$ cat src/rtl/sram_adapter_pkg.sv
// rtl/sram_adapter_pkg.sv - shared widths, depths and FSM states for the SRAM request adapter
package sram_adapter_pkg;

  localparam int ADDR_W    = 8;
  localparam int DATA_W    = 64;
  localparam int BE_W      = 8;
  localparam int ID_W      = 4;
  localparam int RSP_DEPTH = 3;

  typedef enum logic {
    INIT = 1'b0,
    RUN  = 1'b1
  } state_e;

endpackage

$ cat src/rtl/sram_rsp_fifo.sv
// rtl/sram_rsp_fifo.sv - small in-order response FIFO holding {read data, tag}
module sram_rsp_fifo
  import sram_adapter_pkg::*;
#(
  parameter int DEPTH = RSP_DEPTH,
  parameter int WIDTH = DATA_W + ID_W,
  parameter int CNT_W = $clog2(DEPTH + 1)
) (
  input  logic             Clk_CI,
  input  logic             Rst_RI,
  input  logic             push,
  input  logic [WIDTH-1:0] push_data,
  input  logic             pop,
  output logic [WIDTH-1:0] head_data,
  output logic             empty,
  output logic             full,
  output logic [CNT_W-1:0] count
);

  localparam int PTR_W = (DEPTH > 1) ? $clog2(DEPTH) : 1;

  logic [WIDTH-1:0] mem_q [DEPTH];
  logic [PTR_W-1:0] wr_ptr_q;
  logic [PTR_W-1:0] rd_ptr_q;
  logic [CNT_W-1:0] count_q;
  logic             do_push;
  logic             do_pop;

  function automatic logic [PTR_W-1:0] ptr_next(input logic [PTR_W-1:0] p);
    return (p == PTR_W'(DEPTH - 1)) ? '0 : p + 1'b1;
  endfunction

  assign empty     = (count_q == '0);
  assign full      = (count_q == CNT_W'(DEPTH));
  assign count     = count_q;
  assign head_data = mem_q[rd_ptr_q];

  // A push into a full FIFO is only allowed when the head leaves the same cycle.
  assign do_pop  = pop && !empty;
  assign do_push = push && (!full || do_pop);

  always_ff @(posedge Clk_CI) begin
    if (Rst_RI) begin
      for (int i = 0; i < DEPTH; i++) begin
        mem_q[i] <= '0;
      end
      wr_ptr_q <= '0;
      rd_ptr_q <= '0;
      count_q  <= '0;
    end else begin
      if (do_push) begin
        mem_q[wr_ptr_q] <= push_data;
        wr_ptr_q        <= ptr_next(wr_ptr_q);
      end
      if (do_pop) begin
        rd_ptr_q <= ptr_next(rd_ptr_q);
      end
      case ({do_push, do_pop})
        2'b10:   count_q <= count_q + 1'b1;
        2'b01:   count_q <= count_q - 1'b1;
        default: count_q <= count_q;
      endcase
    end
  end

endmodule

$ cat src/rtl/sram_req_adapter.sv
// rtl/sram_req_adapter.sv - clears the SRAM after reset, then maps valid/ready requests onto a single-port SRAM
module sram_req_adapter
  import sram_adapter_pkg::*;
#(
  parameter int ADDR_W = sram_adapter_pkg::ADDR_W,
  parameter int DATA_W = sram_adapter_pkg::DATA_W,
  parameter int ID_W   = sram_adapter_pkg::ID_W
) (
  input  logic              Clk_CI,
  input  logic              Rst_RI,
  input  logic              ReqValid_SI,
  output logic              ReqReady_SO,
  input  logic              ReqWe_SI,
  input  logic [BE_W-1:0]   ReqBe_SI,
  input  logic [ADDR_W-1:0] ReqAddr_DI,
  input  logic [DATA_W-1:0] ReqWdata_DI,
  input  logic [ID_W-1:0]   ReqId_DI,
  output logic              RspValid_SO,
  input  logic              RspReady_SI,
  output logic [DATA_W-1:0] RspRdata_DO,
  output logic [ID_W-1:0]   RspId_DO,
  output logic              InitDone_SO,
  output logic              SramCSel_SO,
  output logic              SramWrEn_SO,
  output logic [BE_W-1:0]   SramBEn_SO,
  output logic [ADDR_W-1:0] SramAddr_DO,
  output logic [DATA_W-1:0] SramWrData_DO,
  input  logic [DATA_W-1:0] SramRdData_DI
);

  localparam int RSP_W = DATA_W + ID_W;
  localparam int CNT_W = $clog2(RSP_DEPTH + 1);

  state_e            state_q, state_d;
  logic [ADDR_W-1:0] clr_cnt_q, clr_cnt_d;
  logic              rd_pend_q;
  logic [ID_W-1:0]   rd_id_q;

  logic              req_ready;
  logic              accept;
  logic              rd_accept;
  logic              rsp_valid;
  logic              rsp_pop;
  logic [RSP_W-1:0]  fifo_head;
  logic              fifo_empty;
  logic              fifo_full;
  logic [CNT_W-1:0]  fifo_count;

  // Credit check counts the read still in flight to the SRAM, so the FIFO can never overflow.
  always_comb begin
    req_ready = 1'b0;
    if (!Rst_RI && state_q == RUN &&
        (int'(fifo_count) + int'(rd_pend_q) < RSP_DEPTH)) begin
      req_ready = 1'b1;
    end
  end

  assign ReqReady_SO = req_ready;
  assign accept      = ReqValid_SI && req_ready;
  assign rd_accept   = accept && !ReqWe_SI;

  always_comb begin
    state_d   = state_q;
    clr_cnt_d = clr_cnt_q;
    case (state_q)
      INIT: begin
        clr_cnt_d = clr_cnt_q + 1'b1;
        if (clr_cnt_q == {ADDR_W{1'b1}}) begin
          state_d = RUN;
        end
      end
      RUN:     state_d = RUN;
      default: state_d = INIT;
    endcase
  end

  always_comb begin
    SramCSel_SO   = 1'b0;
    SramWrEn_SO   = 1'b0;
    SramBEn_SO    = {BE_W{1'b1}};
    SramAddr_DO   = '0;
    SramWrData_DO = '0;
    if (!Rst_RI) begin
      if (state_q == INIT) begin
        SramCSel_SO = 1'b1;
        SramWrEn_SO = 1'b1;
        SramBEn_SO  = '0;
        SramAddr_DO = clr_cnt_q;
      end else if (accept) begin
        SramCSel_SO   = 1'b1;
        SramWrEn_SO   = ReqWe_SI;
        SramBEn_SO    = ~ReqBe_SI;
        SramAddr_DO   = ReqAddr_DI;
        SramWrData_DO = ReqWdata_DI;
      end
    end
  end

  always_ff @(posedge Clk_CI) begin
    if (Rst_RI) begin
      state_q   <= INIT;
      clr_cnt_q <= '0;
      rd_pend_q <= 1'b0;
      rd_id_q   <= '0;
    end else begin
      state_q   <= state_d;
      clr_cnt_q <= clr_cnt_d;
      rd_pend_q <= rd_accept;
      if (rd_accept) begin
        rd_id_q <= ReqId_DI;
      end
    end
  end

  sram_rsp_fifo #(
    .DEPTH (RSP_DEPTH),
    .WIDTH (RSP_W),
    .CNT_W (CNT_W)
  ) u_rsp_fifo (
    .Clk_CI    (Clk_CI),
    .Rst_RI    (Rst_RI),
    .push      (rd_pend_q),
    .push_data ({SramRdData_DI, rd_id_q}),
    .pop       (rsp_pop),
    .head_data (fifo_head),
    .empty     (fifo_empty),
    .full      (fifo_full),
    .count     (fifo_count)
  );

  // Outputs are forced quiet during the reset cycle itself, before registers clear.
  assign rsp_valid   = !Rst_RI && !fifo_empty;
  assign rsp_pop     = rsp_valid && RspReady_SI;
  assign RspValid_SO = rsp_valid;
  assign RspRdata_DO = Rst_RI ? '0 : fifo_head[RSP_W-1:ID_W];
  assign RspId_DO    = Rst_RI ? '0 : fifo_head[ID_W-1:0];
  assign InitDone_SO = !Rst_RI && (state_q == RUN);

endmodule

$ cat config.mk
export PLATFORM = sky130hd
export DESIGN_NAME = sram_req_adapter
export DESIGN_NICKNAME = d
export VERILOG_FILES = /design/src/rtl/sram_adapter_pkg.sv /design/src/rtl/sram_rsp_fifo.sv /design/src/rtl/sram_req_adapter.sv
export SDC_FILE = /design/constraint.sdc
export NUM_CORES = 1
export LEC_CHECK = 0
export CAP_MARGIN = 10
export CELL_PAD_IN_SITES_DETAIL_PLACEMENT = 0
export CELL_PAD_IN_SITES_GLOBAL_PLACEMENT = 1
export CORE_ASPECT_RATIO = 1.5
export CORE_MARGIN = 1.5
export CORE_UTILIZATION = 45
export DETAILED_ROUTE_END_ITERATION = 7
export GPL_ROUTABILITY_DRIVEN = 0
export PLACE_DENSITY_LB_ADDON = 0.1
export SETUP_SLACK_MARGIN = 0.5
export SLEW_MARGIN = 10
export SYNTH_ARGS = -nofsm -noshare
export SYNTH_HDL_FRONTEND = slang
export SYNTH_SLANG_ARGS = --single-unit
$ cat constraint.sdc
create_clock -name Clk_CI -period 25.6 [get_ports Clk_CI]
set_clock_uncertainty 0.1 [all_clocks]
set_input_delay 6.4 -clock Clk_CI [delete_from_list [all_inputs] [get_ports Clk_CI]]
set_output_delay 6.4 -clock Clk_CI [all_outputs]
set_load 0.02 [all_outputs]
==> results of run 1 <==
==> cells in the mapped netlist, types with 2 or more instances <==
library cell,count
nand4_1,7
a31o_2,2
nor4_4,2
clkbuf_1,28
a21oi_1,14
buf_6,6
inv_1,6
xor2_1,4
edfxtp_1,272
o21ai_1,2
buf_4,2
nand3_1,4
ha_1,4
mux4_2,68
dfxtp_1,22
nand2_1,7
o211ai_1,7
buf_12,3
nor3_1,3
or3_1,5
a22o_1,2
buf_2,16
clkbuf_2,5
nor2b_1,7
mux2_2,4
nor2_1,10
nand3b_1,2
o21ai_0,7
mux2i_1,2
nand2b_1,5
nand4b_1,2
and2_1,337
==> routing by layer <==
layer	GRT usage (%)	part of all wire, %
met5	0	0.066
met2	36.9	51
met4	5.14	1.7
met1	28.3	42
met3	4.13	5.9
==> registers in the layout (all words and copies together), names as in the netlist, named ones only <==
register / flops
u_rsp_fifo.wr_ptr_q: 2
u_rsp_fifo.mem_q: 272
u_rsp_fifo.rd_ptr_q: 2
u_rsp_fifo.count: 2
state_q: 1
clr_cnt_q: 8
rd_pend_q: 1
rd_id_q: 4
==> through the flow <==
step | area, µm² | instances | utilization (%) | power (mW) | hold WS [ns]
after floorplan | 13400 | 878 | - | 0.572 | 0.342
final | 17600 | 1587 | 60.1 | 0.993 | 0.393
after detailed placement | 16800 | 1533 | 57.1 | 0.614 | 0.364
after global placement | 16800 | 1533 | 57.1 | 0.613 | 0.361
after global routing | 17600 | 1587 | 60.1 | 1.02 | 0.411
after CTS | 17600 | 1585 | 60.0 | 1.00 | 0.386
==> cell families after synthesis <==
| kind of cell | synth area share, % |
|---|---|
| xor+xnor | 0.327 |
| mux | 11.9 |
| flops | 64.2 |
| buf+inv | 2.80 |
| fa+ha+maj | 0.373 |
| simple gates | 18.6 |
| compound gates | 1.83 |
==> worst paths after layout <==
path,start,endpoint,slack (ns),cells past startpoint
worst max-delay path,Rst_RI,SramAddr_DO[2],10.10,6
worst min-delay path,rd_id_q[2],u_rsp_fifo.mem_q[3][2],0.39,0
worst max register to register,u_rsp_fifo.count[0],u_rsp_fifo.mem_q[2][52],22.75,4
worst min register to register,rd_id_q[2],u_rsp_fifo.mem_q[3][2],0.39,0
==> power groups by stage <==
stage                     sequential [mW]  combinational [mW]  clock (mW)
after detailed placement            0.548              0.0666           0
after global placement              0.547              0.0664           0
after floorplan                     0.549              0.0227           0
after CTS                           0.537              0.0671       0.398
after global routing                0.538              0.0703       0.414
final                               0.537              0.0659       0.390
==> final cells by class <==
type | instances | area [µm²]
Fill cell | 2319 | 11700
Sequential cell | 294 | 8620
Multi-Input combinational cell | 518 | 4480
Timing Repair Buffer | 320 | 3170
Clock buffer | 34 | 744
Tap cell | 395 | 494
Clock inverter | 18 | 126
Inverter | 6 | 22.5
Antenna cell | 2 | 5.00
==> worst reg2reg max path: stages (launching register included) <==
cell,delay (ns)
dfxtp_1,0.37
and3b_4,0.25
nand3b_1,0.27
o21ai_4,0.67
buf_4,0.73
==> results.sh, run 1 <==
export IMPL_ys_ff_latch=294
export IMPL_finalHoldViolCount=0
export IMPL_yosys_warnings=0
export IMPL_crit_fanout=56
export IMPL_cts_resized=0
export IMPL_cts_hold_buf=0
export IMPL_antenna_found_initial=3
export IMPL_antenna_left=0
export IMPL_vias=8019
export IMPL_cp_arrival_ns=9.00
export IMPL_hpwl_um=21400
export IMPL_post_route_min_period_ns=15.50
export IMPL_slew_headroom_pct=25.7
export IMPL_drc=0
export IMPL_ir_worst_vdd_v=0.0000476
export IMPL_wl_per_cell_um=21.1
export IMPL_first_global_vias=8195
export IMPL_dr_pass1_iters=7
export IMPL_syn_nets=1035
export IMPL_p_sw_mw=0.205
export IMPL_path_buf_inv=5
export IMPL_grt_overflow_total=0
export IMPL_cp_cell_sequence="clkdlybuf4s50_1 > buf_4 > inv_2 > buf_4 > a32o_1 > clkdlybuf4s50_1"
export IMPL_synth_edff_count=272
export IMPL_layout_drive_gt1_share_pct=12.4
export IMPL_power_density_nw_per_um2=56.3
export IMPL_fin_tns_setup_ns=0
export IMPL_cts_inserted_buffers=28
export IMPL_core_area_um2=29400
export IMPL_drt_total_wl_um=33500
export IMPL_cts_sinks=294
export IMPL_rsz0062_at_grt="false"
export IMPL_cts_tree="done"
export IMPL_vias_per_cell=5.05
export IMPL_pin_count=306
export IMPL_p_int_mw=0.788
export IMPL_h_tree_depth=1
export IMPL_layout_commonest_cell="and2_1"
export IMPL_drt_initial_drc_count=352
export IMPL_fin_nets=1325
export IMPL_grt_max_degree=69
export IMPL_cts_setup_buffers=0
export IMPL_slowest_delay_ns=0.60
export IMPL_swShare_pct=20.6
export IMPL_synth_largest_area_cell="edfxtp_1"
export IMPL_worstSetupEndpointType="output port"
export IMPL_status="finished clean"
export IMPL_crit_required_ns=19.10
export IMPL_die_y_um=214
export IMPL_power_leakage_nw=6.14
export IMPL_syn_area_um2=13400
export IMPL_fin_crit_sh_pct=60.6
export IMPL_start_util_pct=45.6
export IMPL_grt_pass1_wl_um=49600
export IMPL_syn_inst=878
export IMPL_cp_slowest_cell="clkdlybuf4s50_1"
export IMPL_mostFrequentLayoutCells="337 x and2_1, 305 x clkdlybuf4s50_1, 272 x edfxtp_1"
export IMPL_ys_seq_area_share_pct=64.2
export IMPL_synth_cell_types=43
export IMPL_cp_top_family="buffers and inverters"
export IMPL_die_w_um=144
export IMPL_clock_latency_ns=0.54
export IMPL_path_class="in -> out"
export IMPL_timing_final_ws_setup_ns=10.10
export IMPL_synthToLayoutAreaGrowth_pct=31.6
export IMPL_dieArea_um2=30900
export IMPL_io_buffers=305
export IMPL_combPwrFrac_pct=6.6
export IMPL_fmaxAchievable_ghz=0.0645
export IMPL_post_place_ws_ns=10.07
export IMPL_synthTopCellsByArea="edfxtp_1 61%, and2_1 16%, mux4_2 11%"
export IMPL_finalMaxSlewViolations=0
export IMPL_root_buffer="clkbuf_16"
export IMPL_clkSlewWorstSetupHoldPaths_ns=0.06
export IMPL_row_count=77
export IMPL_ys_async_sr_fraction_pct=0
export IMPL_synth_area_per_cell_um2=15.3
export IMPL_synth_main_ff_cell="edfxtp_1"
export IMPL_tightest_slew_ns=1.11
export IMPL_grt_use_total_pct=21.6
export IMPL_cts_max_path_buffers=3
export IMPL_seqPwrFrac_pct=54.1
export IMPL_hold_path_class="reg -> reg"
export IMPL_maxCapViolCount=0
export IMPL_yosys_area_top_type_share_pct=60.9
export IMPL_setup_violations=0
export IMPL_clkPwrFrac_pct=39.3
export IMPL_start_kind="input pin"
(Power assumes the default switching activity.)
==> run 2: changes to the inputs <==
Settings changed: CORE_UTILIZATION 45 to 41.
Clock period 25.6 ns to 14.8 ns, I/O delays scaled along.
==> run 2 against run 1 <==
Largest cell class unchanged. Final cell count is 1.1% higher. Sequential share of layout area is 0.38 points lower. Critical path depth is 1 higher. Non-clock buffer count stayed put. Die area is 9.6% higher. Flip-flop and latch count stayed put. Setup slack worse by 5.1 ns.
==> results.sh, run 2 (synthesis gave the netlist of run 1 again) <==
export IMPL_status="finished clean"
export IMPL_post_route_min_period_ns=9.79
export IMPL_finalHoldViolCount=0
export IMPL_rsz0062_at_grt="false"
export IMPL_cp_arrival_ns=5.99
export IMPL_hold_path_class="reg -> reg"
export IMPL_start_kind="input pin"
export IMPL_antenna_found_initial=6
export IMPL_dr_pass1_iters=4
export IMPL_tightest_slew_ns=0.912
export IMPL_cts_setup_buffers=0
export IMPL_cts_max_path_buffers=3
export IMPL_synthToLayoutAreaGrowth_pct=32.7
export IMPL_vias=7960
export IMPL_first_global_vias=8426
export IMPL_pin_count=306
export IMPL_finalMaxSlewViolations=0
export IMPL_drt_total_wl_um=33100
export IMPL_finalPower_mw=1.80
export IMPL_path_class="in -> out"
export IMPL_grt_use_total_pct=19.6
export IMPL_h_tree_depth=1
export IMPL_slew_headroom_pct=39.2
export IMPL_drc=0
export IMPL_setup_violations=0
export IMPL_hpwl_um=20100
export IMPL_top_regs="u_rsp_fifo.mem_q x272, clr_cnt_q x8, rd_id_q x4"
export IMPL_final_area_um2=17800
export IMPL_power_density_nw_per_um2=101
export IMPL_fin_crit_sh_pct=66.2
export IMPL_cts_inserted_buffers=29
export IMPL_antenna_left=0
export IMPL_fin_nets=1326
export IMPL_grt_overflow_total=0
export IMPL_clkSlewWorstSetupHoldPaths_ns=0.06
export IMPL_row_count=80
export IMPL_vias_per_cell=4.96
export IMPL_largest_reg_flops=272
export IMPL_die_w_um=151
export IMPL_power_leakage_nw=6.20
export IMPL_ir_worst_vdd_v=0.000103
export IMPL_cts_resized=0
export IMPL_io_buffers=305
export IMPL_layout_drive_gt1_share_pct=12.5
export IMPL_largest_register="u_rsp_fifo.mem_q"
export IMPL_start_util_pct=41.9
export IMPL_fin_tns_setup_ns=0
export IMPL_die_y_um=225
export IMPL_cts_tree="done"
export IMPL_clock_latency_ns=0.53
export IMPL_layout_commonest_cell="and2_1"
export IMPL_crit_required_ns=11.00
export IMPL_cts_hold_buf=0
export IMPL_wl_per_cell_um=20.6
export IMPL_core_area_um2=32000
export IMPL_drt_initial_drc_count=337
export IMPL_fmaxAchievable_ghz=0.102
export IMPL_mostFrequentLayoutCells="337 x and2_1, 305 x clkdlybuf4s50_1, 272 x edfxtp_1"
export IMPL_cts_sinks=294
export IMPL_maxCapViolCount=0
export IMPL_dpl_instance_area_um2=16800
export IMPL_root_buffer="clkbuf_16"
export IMPL_dieArea_um2=33800
export IMPL_grt_max_degree=84
export IMPL_crit_fanout=65
export IMPL_worstSetupEndpointType="output port"
export IMPL_grt_pass1_wl_um=49600
run 2: worst paths after layout:
kind              slack, ns                       to                    from  cells past startpoint
hold / removal         0.39   u_rsp_fifo.mem_q[3][2]              rd_id_q[2]                      0
setup reg to reg      12.08  u_rsp_fifo.mem_q[1][31]  u_rsp_fifo.wr_ptr_q[0]                      3
setup / recovery       5.01        SramWrData_DO[29]                  Rst_RI                      7
hold reg to reg        0.39   u_rsp_fifo.mem_q[3][2]              rd_id_q[2]                      0
run 2: through the flow:
stage | utilization (%) | hold slack (ns) | std cells | setup slack, ns
after floorplan | - | 0.342 | 878 | 4.99
after global placement | 52.4 | 0.384 | 1548 | 5.00
after detailed placement | 52.4 | 0.377 | 1548 | 4.98
after CTS | 55.5 | 0.396 | 1602 | 4.98
after global routing | 55.5 | 0.411 | 1603 | 4.85
final | 55.5 | 0.386 | 1605 | 5.01
run 2: power breakdown:
part	internal [mW]	total [mW]	switching (mW)
combinational	0.0637	0.114	0.0504
sequential	0.924	0.929	0.00544
clock	0.454	0.758	0.304
run 2: final cells by class:
| type | count | area (µm²) |
|---|---|---|
| Sequential cell | 294 | 8620 |
| Clock buffer | 40 | 817 |
| Antenna cell | 3 | 7.51 |
| Multi-Input combinational cell | 518 | 4480 |
| Fill cell | 2670 | 14200 |
| Timing Repair Buffer | 320 | 3170 |
| Tap cell | 410 | 513 |
| Inverter | 6 | 22.5 |
| Clock inverter | 14 | 173 |
run 2: critical path, stage by stage:
cell,delay (ns)
clkdlybuf4s50_1,0.39
buf_4,0.24
nand2b_4,0.19
nor3_2,0.16
buf_4,0.44
and2_1,0.20
clkdlybuf4s50_1,0.63
run 2: per-layer routing:
layer	share of wire [%]	track usage, %
met5	0.070	0
met1	41	25.0
met3	4.7	3.16
met4	1.5	4.26
met2	53	35.0
